[src/rtl/fifo_rr_arbiter.sv]
// Round-robin write arbiter sharing one FIFO write port among n_req producers.
// Grants last up to `burst` words; every word carries its producer index.
module fifo_rr_arbiter #(
  parameter  int width = 16,
  parameter  int n_req = 4,
  parameter  int burst = 8,
  localparam int TW    = $clog2(n_req),
  localparam int CW    = $clog2(burst) + 1
) (
  input  logic                   clk,
  input  logic                   ap_rst,
  input  logic [n_req*width-1:0] req_din,
  input  logic [n_req-1:0]       req_write,
  output logic [n_req-1:0]       req_full_n,
  output logic [width-1:0]       fifo_din,
  output logic                   fifo_write,
  input  logic                   fifo_full_n,
  output logic [TW-1:0]          fifo_tag,
  output logic                   grant_valid,
  output logic [TW-1:0]          grant_id
);

  typedef enum logic {IDLE, GRANT} state_e;

  state_e         state_q;
  logic [TW-1:0]  grant_q;
  logic [TW-1:0]  ptr_q;
  logic [CW-1:0]  cnt_q;
  logic           grant_valid_q;

  logic [width-1:0] din_arr [n_req];
  logic [TW-1:0]    pick_idx;
  logic [TW-1:0]    cand_idx;
  logic             pick_found;
  logic [TW-1:0]    ptr_after;
  logic             in_grant;
  logic             cur_write;
  int               scan_idx;

  // First requester at or after ptr_q, wrapping modulo n_req.
  // NOTE: every combinational output gets a default before any conditional
  // assignment so no latch is inferred.
  always_comb begin
    pick_idx   = '0;
    pick_found = 1'b0;
    cand_idx   = '0;
    scan_idx   = 0;
    for (int i = 0; i < n_req; i++) begin
      scan_idx = int'(ptr_q) + i;
      if (scan_idx >= n_req) scan_idx = scan_idx - n_req;
      cand_idx = TW'(scan_idx);
      if (!pick_found && req_write[cand_idx]) begin
        pick_found = 1'b1;
        pick_idx   = cand_idx;
      end
    end
  end

  always_comb begin
    for (int i = 0; i < n_req; i++) din_arr[i] = req_din[i*width +: width];
  end

  assign ptr_after = (grant_q == TW'(n_req - 1)) ? '0 : grant_q + TW'(1);
  assign in_grant  = (state_q == GRANT);
  assign cur_write = req_write[grant_q];

  // The FIFO RAM writes without looking at full, so the strobe is gated here.
  always_comb begin
    req_full_n = '0;
    if (in_grant) req_full_n[grant_q] = fifo_full_n;
    fifo_write  = in_grant && cur_write && fifo_full_n;
    fifo_din    = din_arr[grant_q];
    fifo_tag    = grant_q;
    grant_valid = grant_valid_q;
    grant_id    = grant_q;
  end

  // NOTE: state registers use non-blocking assignments and reset
  // asynchronously, so a reset mid-burst drops fifo_write in the same cycle.
  always_ff @(posedge clk or posedge ap_rst) begin
    if (ap_rst) begin
      state_q       <= IDLE;
      grant_q       <= '0;
      ptr_q         <= '0;
      cnt_q         <= '0;
      grant_valid_q <= 1'b0;
    end else begin
      case (state_q)
        IDLE: begin
          if (pick_found) begin
            grant_q       <= pick_idx;
            cnt_q         <= '0;
            state_q       <= GRANT;
            grant_valid_q <= 1'b1;
          end
        end
        GRANT: begin
          if (fifo_write) begin
            cnt_q <= cnt_q + CW'(1);
            if (cnt_q == CW'(burst - 1)) begin
              state_q       <= IDLE;
              grant_valid_q <= 1'b0;
              ptr_q         <= ptr_after;
            end
          end else if (!cur_write) begin
            state_q       <= IDLE;
            grant_valid_q <= 1'b0;
            ptr_q         <= ptr_after;
          end
        end
        default: begin
          state_q       <= IDLE;
          grant_valid_q <= 1'b0;
        end
      endcase
    end
  end

endmodule

[config.mk]
export PLATFORM = sky130hd
export DESIGN_NAME = fifo_rr_arbiter
export DESIGN_NICKNAME = d
export VERILOG_FILES = /design/src/rtl/fifo_rr_arbiter.sv
export SDC_FILE = /design/constraint.sdc
export NUM_CORES = 1
export LEC_CHECK = 0
export ABC_AREA = 1
export BUFFER_PORTS_ARGS = -buffer_cell sky130_fd_sc_hd__buf_4
export CELL_PAD_IN_SITES_DETAIL_PLACEMENT = 0
export CELL_PAD_IN_SITES_GLOBAL_PLACEMENT = 1
export CORE_AREA = 2 2 76 78
export CTS_CLUSTER_SIZE = 28
export DETAILED_ROUTE_END_ITERATION = 10
export DIE_AREA = 0 0 78 80
export MAX_ROUTING_LAYER = met4
export PLACE_DENSITY_LB_ADDON = 0.1
export REMOVE_ABC_BUFFERS = 1
export SYNTH_ARGS = -nofsm -noshare
export SYNTH_HDL_FRONTEND = slang
export SYNTH_SLANG_ARGS = --single-unit
export TNS_END_PERCENT = 10
[constraint.sdc]
create_clock -name clk -period 2.2 [get_ports clk]
set_clock_uncertainty 0.05 [all_clocks]
set_input_delay 0.55 -clock clk [delete_from_list [all_inputs] [get_ports clk]]
set_output_delay 0.55 -clock clk [all_outputs]
set_load 0.03 [all_outputs]
==> impl_metrics.ini <==
[global_route]
grt_max_degree = 38
grtUsageTotal_pct = 16.4
grt_pass1_vias = 1861
grt_pass1_wl_um = 8200
overflow = 0
antenna_found_initial = 0

[timing]
hold_ws_ns = 0.243
fin_ws_ns = 0.145
slew_violations = 0
min_period_ns = 2.06
fmax_mhz = 487
rsz0062_at_grt = false
setup_viol_count_final = 0
tightest_slew_ns = 0.377
slew_headroom_pct = 74.8
final_hold_viol_count = 0
period_share_pct = 93.4

[floorplan]
die_width_um = 78
start_util_pct = 24.2
core_area_um2 = 5410
io_pins = 97
die_h_um = 80
rows = 27
die-area_um2 = 6240

[outcome]
outcome = finished, final reports clean

[drt]
drt_iter0_markers = 70
wire_per_inst_um = 12.1
via_count = 1779
routed_wl_um = 4770
dr.pass1.iters = 4
ant_nets = 0
drc = 0
vias_per_cell = 4.52

[place]
placed_cell_area_um2 = 2110
numPortBuffers = 96
globalplace.congestion = 0.773
hpwl_um = 3790
dp_slack_ns = 0.365

[cells_and_area]
layout.nets = 399
drive_above_1_share_pct = 36.6
n_antenna_cell = 0
postLayoutCellArea_um2 = 2160
syn_to_final_growth_pct = 65.2
utilization_pct = 40.0

[cts]
clock_sinks = 10
clkLatencyLatePin_ns = 0.23
h-tree-depth = 1
cts_tree = yes
root_buffer = clkbuf_8
numCtsBuffers = 3
cts_buffer_depth = 2
path_clk_slew_ns = 0.05

[critical_path]
critPathCaptureType = output port
worstPathArrival_ns = 1.46
critPathLaunchType = flip-flop
worstPathRequired_ns = 1.60
critPathKind = flip-flop to output port
crit_fanout = 35

[logic_synthesis]
synth_top_family_by_area = simple AND/OR/NAND/NOR gates
synth_area_per_cell_um2 = 5.67
ys_ff_latch = 10
synthAdderAreaFrac_pct = 4.78
synthCells = 231
synth_simple_gate_area_share_pct = 40.0
synthMuxAreaShare_pct = 0
netlist_area_um2 = 1310
synth_compound_area_share_pct = 23.1
yosysSeqAreaShare_pct = 19.1
ys_warn_count = 0
synth_cell_type_count = 23
synth_xor_xnor_area_share_pct = 1.34

[min_path]
min_path_type = input port to async pin

[power]
p_leak_nw = 1.15
powerDensity_nw_per_um2 = 1440
ir_drop_uv = 710

[flow_run]
cap_violations = 0
worst max-delay path, cell delays in order (launching register included):
cell and delay [ns]:
dfrtp_1 0.43, inv_2 0.11, buf_12 0.18, ha_1 0.17, inv_1 0.04, nor2_1 0.11
buf_4 0.17
timing repair:
action,in CTS,in global routing
resized for setup,0,1
endpoints found under the setup margin,0,6
buffers inserted,0,0
hold buffers,0,0
where the power goes:
| part | switching (W) | internal, W | leakage (nW) |
|---|---|---|---|
| Sequential | 0.0000802 | 0.000260 | 0.126 |
| Combinational | 0.00163 | 0.000915 | 0.993 |
| Clock | 0.0000702 | 0.000157 | 0.0288 |
| Total | 0.00178 | 0.00133 | 1.15 |
final timing paths:
kind / from / endpoint / slack (ns) / depth (start not counted)
max: fifo_tag[0]$_DFFE_PP0P_ / req_full_n[0] / 0.14 / 6
min reg2reg: grant_valid$_DFFE_PP0P_ / grant_valid$_DFFE_PP0P_ / 0.44 / 2
min in group clk: grant_valid$_DFFE_PP0P_ / grant_valid$_DFFE_PP0P_ / 0.44 / 2
max in group asynchronous: ap_rst / ptr_q[1]$_DFFE_PP0P_ / 1.59 / 2
min: ap_rst / cnt_q[0]$_DFFE_PP0P_ / 0.24 / 2
max reg2reg: ptr_q[0]$_DFFE_PP0P_ / fifo_tag[1]$_DFFE_PP0P_ / 0.58 / 10
cell usage after synthesis, drive strengths merged:
master / count / area [um^2]
o22ai: 16 / 100
dfrtp: 10 / 250
clkbuf: 7 / 26.3
a21boi: 1 / 7.51
buf: 7 / 47.5
nand3: 14 / 75.1
ha: 5 / 62.6
nor2: 44 / 180
nand2: 63 / 257
a21oi: 1 / 5.00
o21ai: 38 / 190
clkinv: 1 / 3.75
inv: 20 / 75.1
xor2: 2 / 17.5
nand4: 2 / 12.5
registers in the layout (all words and copies together) (netlist names):
register,cells
grant_valid,1
fifo_tag,2
in_grant,1
ptr_q,2
cnt_q,4
cells by family (layout without fill, tap and decap cells):
family | Yosys count | count (layout)
compound gates | 56 | 56
xor+xnor | 2 | 2
fa+ha+maj | 5 | 5
buf+inv | 35 | 126
flops | 10 | 10
simple gates | 123 | 123
area by class of cell:
type                       count  area (um^2)
timing repair buffer         101          783
tap                           72         90.1
fill                         610         3240
inverter                      21         78.8
clock buffer                   4         55.1
multi-input combinational    186          907
sequential                    10          250
per-stage QoR:
step / total power (W) / std cells / setup TNS, ns
global route: 0.00345 / 394 / 0
global placement: 0.00295 / 390 / 0
detailed placement: 0.00292 / 390 / 0
floorplan: 0.00197 / 217 / -26.90
CTS: 0.00316 / 394 / 0
finish: 0.00311 / 394 / 0
cells in the final DEF, fill, tap and decap left out, types with 2 or more instances in the layout:
cell type / synthesis / layout
nand4_1: 2 / 2
nor2_1: 42 / 42
buf_4: 3 / 99
nand3_1: 13 / 13
xor2_1: 2 / 2
nor2_4: 2 / 2
o21ai_0: 38 / 38
dfrtp_1: 10 / 10
buf_12: 0 / 2
nand2_1: 57 / 57
inv_2: 3 / 4
nand2_2: 5 / 5
ha_1: 5 / 5
o22ai_1: 16 / 16
inv_1: 17 / 17
clkbuf_8: 0 / 4
metal layers:
| metal | vias to the layer above | global-route usage, % | wire length, um |
|---|---|---|---|
| li1 | 935 | - | - |
| met1 | 784 | 19.6 | 2100 |
| met4 | 0 | 1.75 | 0 |
| met2 | 60 | 30.5 | 2420 |
| met5 | - | - | 0 |
| met3 | 0 | 2.15 | 258 |
Note: power is estimated with default switching activity, not from simulation.
